### src/rtl/cba_pkg.sv
// Shared types and constants for the sequential carry-bypass adder.
package cba_pkg;
    localparam int SLICE_W   = 4;
    localparam int CBA_CNT_W = 16;

    typedef enum logic [1:0] {
        IDLE = 2'd0,
        RUN  = 2'd1,
        DONE = 2'd2
    } cba_state_e;
endpackage

### src/rtl/pg_slice4.sv
// 4-bit propagate/generate slice with full lookahead carries and a bypass flag.
module pg_slice4
    import cba_pkg::*;
(
    input  logic [SLICE_W-1:0] a,
    input  logic [SLICE_W-1:0] b,
    input  logic               cin,
    output logic [SLICE_W-1:0] c,
    output logic [SLICE_W-1:0] p,
    output logic               bypass
);
    logic [SLICE_W-1:0] g;

    assign p = a ^ b;
    assign g = a & b;

    // c[i] is the carry out of bit i, flattened so no carry ripples through the slice
    assign c[0] = g[0] | (p[0] & cin);
    assign c[1] = g[1] | (p[1] & g[0]) | (p[1] & p[0] & cin);
    assign c[2] = g[2] | (p[2] & g[1]) | (p[2] & p[1] & g[0])
                | (p[2] & p[1] & p[0] & cin);
    assign c[3] = g[3] | (p[3] & g[2]) | (p[3] & p[2] & g[1])
                | (p[3] & p[2] & p[1] & g[0]) | (p[3] & p[2] & p[1] & p[0] & cin);

    assign bypass = &p;
endmodule

### src/rtl/cba_seq_adder.sv
// Sequential carry-bypass adder: one 4-bit slice per clock behind valid/ready.
// Optional feature: define CBA_BYPASS_CNT_EN to add the saturating bypass_cnt output.
module cba_seq_adder
    import cba_pkg::*;
#(
    parameter int WIDTH = 16
) (
    input  logic             clk,
    input  logic             rst,
    input  logic             in_valid,
    output logic             in_ready,
    input  logic [WIDTH-1:0] a,
    input  logic [WIDTH-1:0] b,
    input  logic             cin,
    output logic             out_valid,
    input  logic             out_ready,
    output logic [WIDTH-1:0] sum,
    output logic             cout
`ifdef CBA_BYPASS_CNT_EN
    ,
    output logic [CBA_CNT_W-1:0] bypass_cnt
`endif
);
    localparam int NSLICE = WIDTH / SLICE_W;
    localparam int IDX_W  = (NSLICE > 1) ? $clog2(NSLICE) : 1;

    if ((WIDTH % SLICE_W) != 0 || WIDTH < SLICE_W) begin : g_bad_width
        $error("cba_seq_adder: WIDTH must be a multiple of 4 and >= 4");
    end

    cba_state_e         state, nstate;
    logic [IDX_W-1:0]   idx;
    logic               c;
    logic [WIDTH-1:0]   opa, opb;

    logic [SLICE_W-1:0] sa, sb, sc, sp, ssum;
    logic               sbyp, nc, last;

    assign sa   = opa[idx*SLICE_W +: SLICE_W];
    assign sb   = opb[idx*SLICE_W +: SLICE_W];
    assign last = (idx == IDX_W'(NSLICE - 1));

    pg_slice4 u_slice (
        .a      (sa),
        .b      (sb),
        .cin    (c),
        .c      (sc),
        .p      (sp),
        .bypass (sbyp)
    );

    assign ssum = sp ^ {sc[2:0], c};
    // Bypassed slices forward the incoming carry; arithmetically equal to sc[3]
    assign nc   = sbyp ? c : sc[3];

    always_ff @(posedge clk or posedge rst) begin
        if (rst) state <= IDLE;
        else     state <= nstate;
    end

    always_comb begin
        nstate    = state;
        in_ready  = 1'b0;
        out_valid = 1'b0;
        case (state)
            IDLE: begin
                in_ready = 1'b1;
                if (in_valid) nstate = RUN;
            end
            RUN:  if (last) nstate = DONE;
            DONE: begin
                out_valid = 1'b1;
                if (out_ready) nstate = IDLE;
            end
            default: nstate = IDLE;
        endcase
    end

    always_ff @(posedge clk or posedge rst) begin
        if (rst) begin
            opa  <= '0;
            opb  <= '0;
            c    <= 1'b0;
            idx  <= '0;
            sum  <= '0;
            cout <= 1'b0;
        end else begin
            case (state)
                IDLE: if (in_valid) begin
                    opa <= a;
                    opb <= b;
                    c   <= cin;
                    idx <= '0;
                end
                RUN: begin
                    sum[idx*SLICE_W +: SLICE_W] <= ssum;
                    c   <= nc;
                    idx <= idx + 1'b1;
                    if (last) cout <= nc;
                end
                default: ;
            endcase
        end
    end

`ifdef CBA_BYPASS_CNT_EN
    always_ff @(posedge clk or posedge rst) begin
        if (rst)
            bypass_cnt <= '0;
        else if (state == RUN && sbyp && bypass_cnt != '1)
            bypass_cnt <= bypass_cnt + 1'b1;
    end
`endif
endmodule

### config.mk
export PLATFORM = sky130hd
export DESIGN_NAME = cba_seq_adder
export DESIGN_NICKNAME = d
export VERILOG_FILES = /design/src/rtl/cba_pkg.sv /design/src/rtl/pg_slice4.sv /design/src/rtl/cba_seq_adder.sv
export SDC_FILE = /design/constraint.sdc
export NUM_CORES = 1
export LEC_CHECK = 0
export ABC_AREA = 0
export BUFFER_PORTS_ARGS = -buffer_cell sky130_fd_sc_hd__buf_4
export CAP_MARGIN = 20
export CORE_MARGIN = 3
export CORE_UTILIZATION = 35
export DETAILED_ROUTE_END_ITERATION = 8
export PLACE_DENSITY = 0.55
export SLEW_MARGIN = 20
export SYNTH_ARGS = -nofsm -noshare
export SYNTH_HDL_FRONTEND = slang
export SYNTH_SLANG_ARGS = --single-unit
export TNS_END_PERCENT = 20
### constraint.sdc
create_clock -name clk -period 2.8 [get_ports clk]
set_input_delay 0.42 -clock clk [delete_from_list [all_inputs] [get_ports clk]]
set_output_delay 0.42 -clock clk [all_outputs]
set_load 0.03 [all_outputs]
==> results summary <==
The run finished with clean final reports. The transition time of the tightest slew-check pin is 681 ps. The final count of hold timing violations was 0.

The clock sink total came out at 54. During synthesis, Yosys emitted a total of 0 warnings. The worst hold path class is in2async. Routability-driven placement finished with a final weighted congestion of a little under 0.8. Adding up every negative setup slack in the final design gives 0 ps.

VDD sags by at most between 0.0005 and 0.0006 V. The worst setup path is launched from a flop. The met2 global-route usage is roughly a fifth. The source-to-sink clock delay at the later pin of the worst-skew pair is 310 ps. Buffers inserted to repair hold after CTS numbered 0. The final core utilization came out at about 46%. The met1 capacity usage during global routing came out at approximately a fifth.

The worst path in the final design needs a cycle of roughly 2500 ps, including I/O delays and setup. Prior to clock tree synthesis, the placed netlist has a worst setup slack of 354 ps. The worst setup slack after layout is between 300 and 400 ps. The layout cell share with drive strength beyond 1 is 44.6%. By area, the combinational part of the netlist is dominated by multiplexers. The number of global-route vias before repair is 1734. The sequential fraction of the synthesis area came out at a little over half.

In the routed layout, each cell is associated on average with a via count of 4.86. The total clock buffers created by CTS came out at 5. sky130_fd_sc_hd__dfrtp_1 is the most common cell in the netlist. The peak clock frequency supported by timing is approximately 0.4 GHz.

The cell accounting for the most synthesized area is sky130_fd_sc_hd__dfrtp_1. Counting every net in the synthesized netlist gives 228. The tree is rooted in a sky130_fd_sc_hd__clkbuf_8. The first-pass detailed-route iteration total is 4.

The setup violation total in the final timing report came out at 0. The flip-flop cell with the highest count after synthesis is sky130_fd_sc_hd__dfrtp_1. For this run, design rule violations remaining after detail routing come to 0. The maximum clock path buffer count is 2. In this run the remaining antenna-violating nets after routing total 0. Summed over all cells, the static leakage comes to between 1 and 1.5 nW.

The HPWL after detailed placement is about 3.8 mm. The worst setup path is captured at a flop. The number of antenna violations at the first check in global routing came to 0. The signed area change from the synthesized netlist to the final layout came out at 24.4%. In this run the power density over the cells is ~1300 mW/mm^2. In the global route stage, met3 resource usage came out at 3.31%. The area of the placeable core is 0.00691 sq mm. STA puts the critical path data arrival time at between 2000 and 3000 ps. The number of H-tree levels came out at 2.

The reported max-cap violation count is 0. The maximum fanout count along the critical path came out at 10. The site row count is 30. Input and output buffers added on the ports amount to between 50 and 60. The area enclosed by the die boundary is 0.00827 sq mm. The synthesized design devotes to its leading area cell type a little over half of total area. The wire length of the first global-routing pass is between 8 and 9 mm.

The register bit total from synthesis came out at 54. After technology mapping, the gate count stands at 179. The largest net degree at the start of global routing came out at 55.

The commonest cells after synthesis are 54 x sky130_fd_sc_hd__dfrtp_1, 30 x sky130_fd_sc_hd__mux2_2, 16 x sky130_fd_sc_hd__a22o_1. The die is about 91 microns tall. The post-cts gate resize count is 0. The required time of the critical path is between 3000 and 4000 ps.

The unique cell type count in the Yosys netlist is 31. The final number of max-transition violations is 0. After the first detailed-routing iteration, the DRC count stood at 88.

The portion of netlist area occupied by mux cells is roughly a fifth. Ranked by total cell area, the synthesized netlist is headed by sky130_fd_sc_hd__dfrtp_1 53%, sky130_fd_sc_hd__mux2_2 13%, sky130_fd_sc_hd__mux4_2 7.1%. After clock tree synthesis, the clock-pin slew on the worst setup and hold paths is about 90 ps. The netlist area before placement is roughly 0.0025 sq mm.

The clock arrives with 4.32 ps of skew. The worst-case headroom to the max-slew limit is about 55%. The vias after detailed routing is about 1.6k. The total I/O pin count is 56.

Global routing finished with a remaining overflow of 0. The simple-gate portion of the synthesized area came out at roughly 5.4%. Post-CTS timing repair inserted 0 buffers for setup.

TritonCTS built the clock tree. The worst path uses between 80 and 90% of the clock period. The proportion of synthesized flip-flops having asynchronous set or reset is between 90% and 100%. Setup repair after global routing left no endpoint under its margin. The x dimension of the die came out at a little over 90 microns.

The aggregate routed wire length came out at 5.14 mm. The global-route layer with the greatest usage is met2. The count of inserted antenna diode cells is 0.

The total global-route track usage came out at approximately an eighth. The post-synthesis share of cell area spent on xor and xnor gates came out at 1.04%. After detailed routing, the average wire length per cell comes to between 15 and 20 microns.

The critical path is of the reg2reg type. The post-synthesis area per instance came out at ~14 sq um. The effective utilization at floorplan is around 37%.

Summing the areas of all compound-gate instances in the mapped netlist gives under 10% of the synthesized area. The share of synthesized cell area in full adder, half adder and majority cells came out at 6.24%. The count of flip-flops with a built-in enable after synthesis came out at 0. The net count of the finished layout is between 200 and 300.
==> worst max-delay path: stages, from the launching register on <==
cell                      delay [ps]
sky130_fd_sc_hd__dfrtp_1         480
sky130_fd_sc_hd__buf_12          180
sky130_fd_sc_hd__mux4_2          500
sky130_fd_sc_hd__ha_1            390
sky130_fd_sc_hd__a21oi_1         170
sky130_fd_sc_hd__o21ai_0         120
sky130_fd_sc_hd__xnor2_1         360
sky130_fd_sc_hd__a22o_1          200
==> registers in the layout (all words and copies together), names as in the netlist <==
name and count:
opa 16, opb 16, sum 16, idx 2
state 2, c 1, cout 1
==> cell type report <==
| class | instances | area (sq um) |
|---|---|---|
| fillers | 659 | 3760 |
| flip-flops and latches | 54 | 1350 |
| multi-input cells | 112 | 1100 |
| repair buffers | 58 | 448 |
| well taps | 96 | 120 |
| clock buffers | 7 | 86.3 |
| inverters | 8 | 30.0 |
| clock inverters | 1 | 5.00 |
==> per-stage QoR <==
stage | hold slack (ps) | power (mW) | cell area, sq um | instances
2_1_floorplan | 452 | 3.10 | 2530 | 179
3_3_place_gp | 474 | 3.73 | 3050 | 328
3_5_place_dp | 475 | 3.78 | 3050 | 328
4_1_cts | 280 | 4.24 | 3140 | 336
5_1_grt | 276 | 4.53 | 3140 | 336
6_report | 278 | 4.17 | 3140 | 336
==> cells in the final DEF, fill, tap and decap left out, types with 2 or more instances in the layout <==
cell,count
sky130_fd_sc_hd__and3_1,2
sky130_fd_sc_hd__ha_1,11
sky130_fd_sc_hd__xnor2_1,2
sky130_fd_sc_hd__clkbuf_8,6
sky130_fd_sc_hd__dfrtp_1,54
sky130_fd_sc_hd__nand2_1,10
sky130_fd_sc_hd__o22ai_1,2
sky130_fd_sc_hd__o21ai_0,4
sky130_fd_sc_hd__a22o_1,16
sky130_fd_sc_hd__a21oi_1,5
sky130_fd_sc_hd__inv_1,7
sky130_fd_sc_hd__mux4_2,8
sky130_fd_sc_hd__nand4_1,2
sky130_fd_sc_hd__a31oi_1,2
sky130_fd_sc_hd__nor2_1,4
sky130_fd_sc_hd__buf_4,57
sky130_fd_sc_hd__mux2_2,30
sky130_fd_sc_hd__mux2_1,2
==> cell families (layout without fill, tap and decap cells) <==
logic type	Yosys count	in the layout
DFF	54	54
adders and majority gates	12	12
muxes	40	40
AOI/OAI and AO/OA	33	33
xor gates and xnor gates	3	3
and+or+nand+nor	24	24
buffers and inverters	13	74
==> power breakdown <==
part           internal (mW)  switching (mW)  total (mW)  leakage [nW]
clock                  0.200           0.250       0.450        0.0482
sequential              1.13           0.261        1.39         0.669
combinational           1.07            1.26        2.33         0.732
==> per-layer routing <==
layer | up-vias | share of wire [%]
li1 | 782 | -
met1 | 808 | 48
met2 | 37 | 46
met3 | 6 | 4.7
met4 | 0 | 1.3
met5 | - | 0
==> worst paths after layout <==
kind	slack, ps	startpoint	cells past startpoint	to
max in group asynchronous	2050	rst	3	sum[10]
max	340	idx[0]	7	sum[7]
min	280	rst	3	opa[0]
max reg2reg	340	idx[0]	7	sum[7]
min in group clk	290	out_ready	2	state[1]
min reg2reg	490	cout	2	cout
No activity file was read; power rests on OpenSTA's default activity.
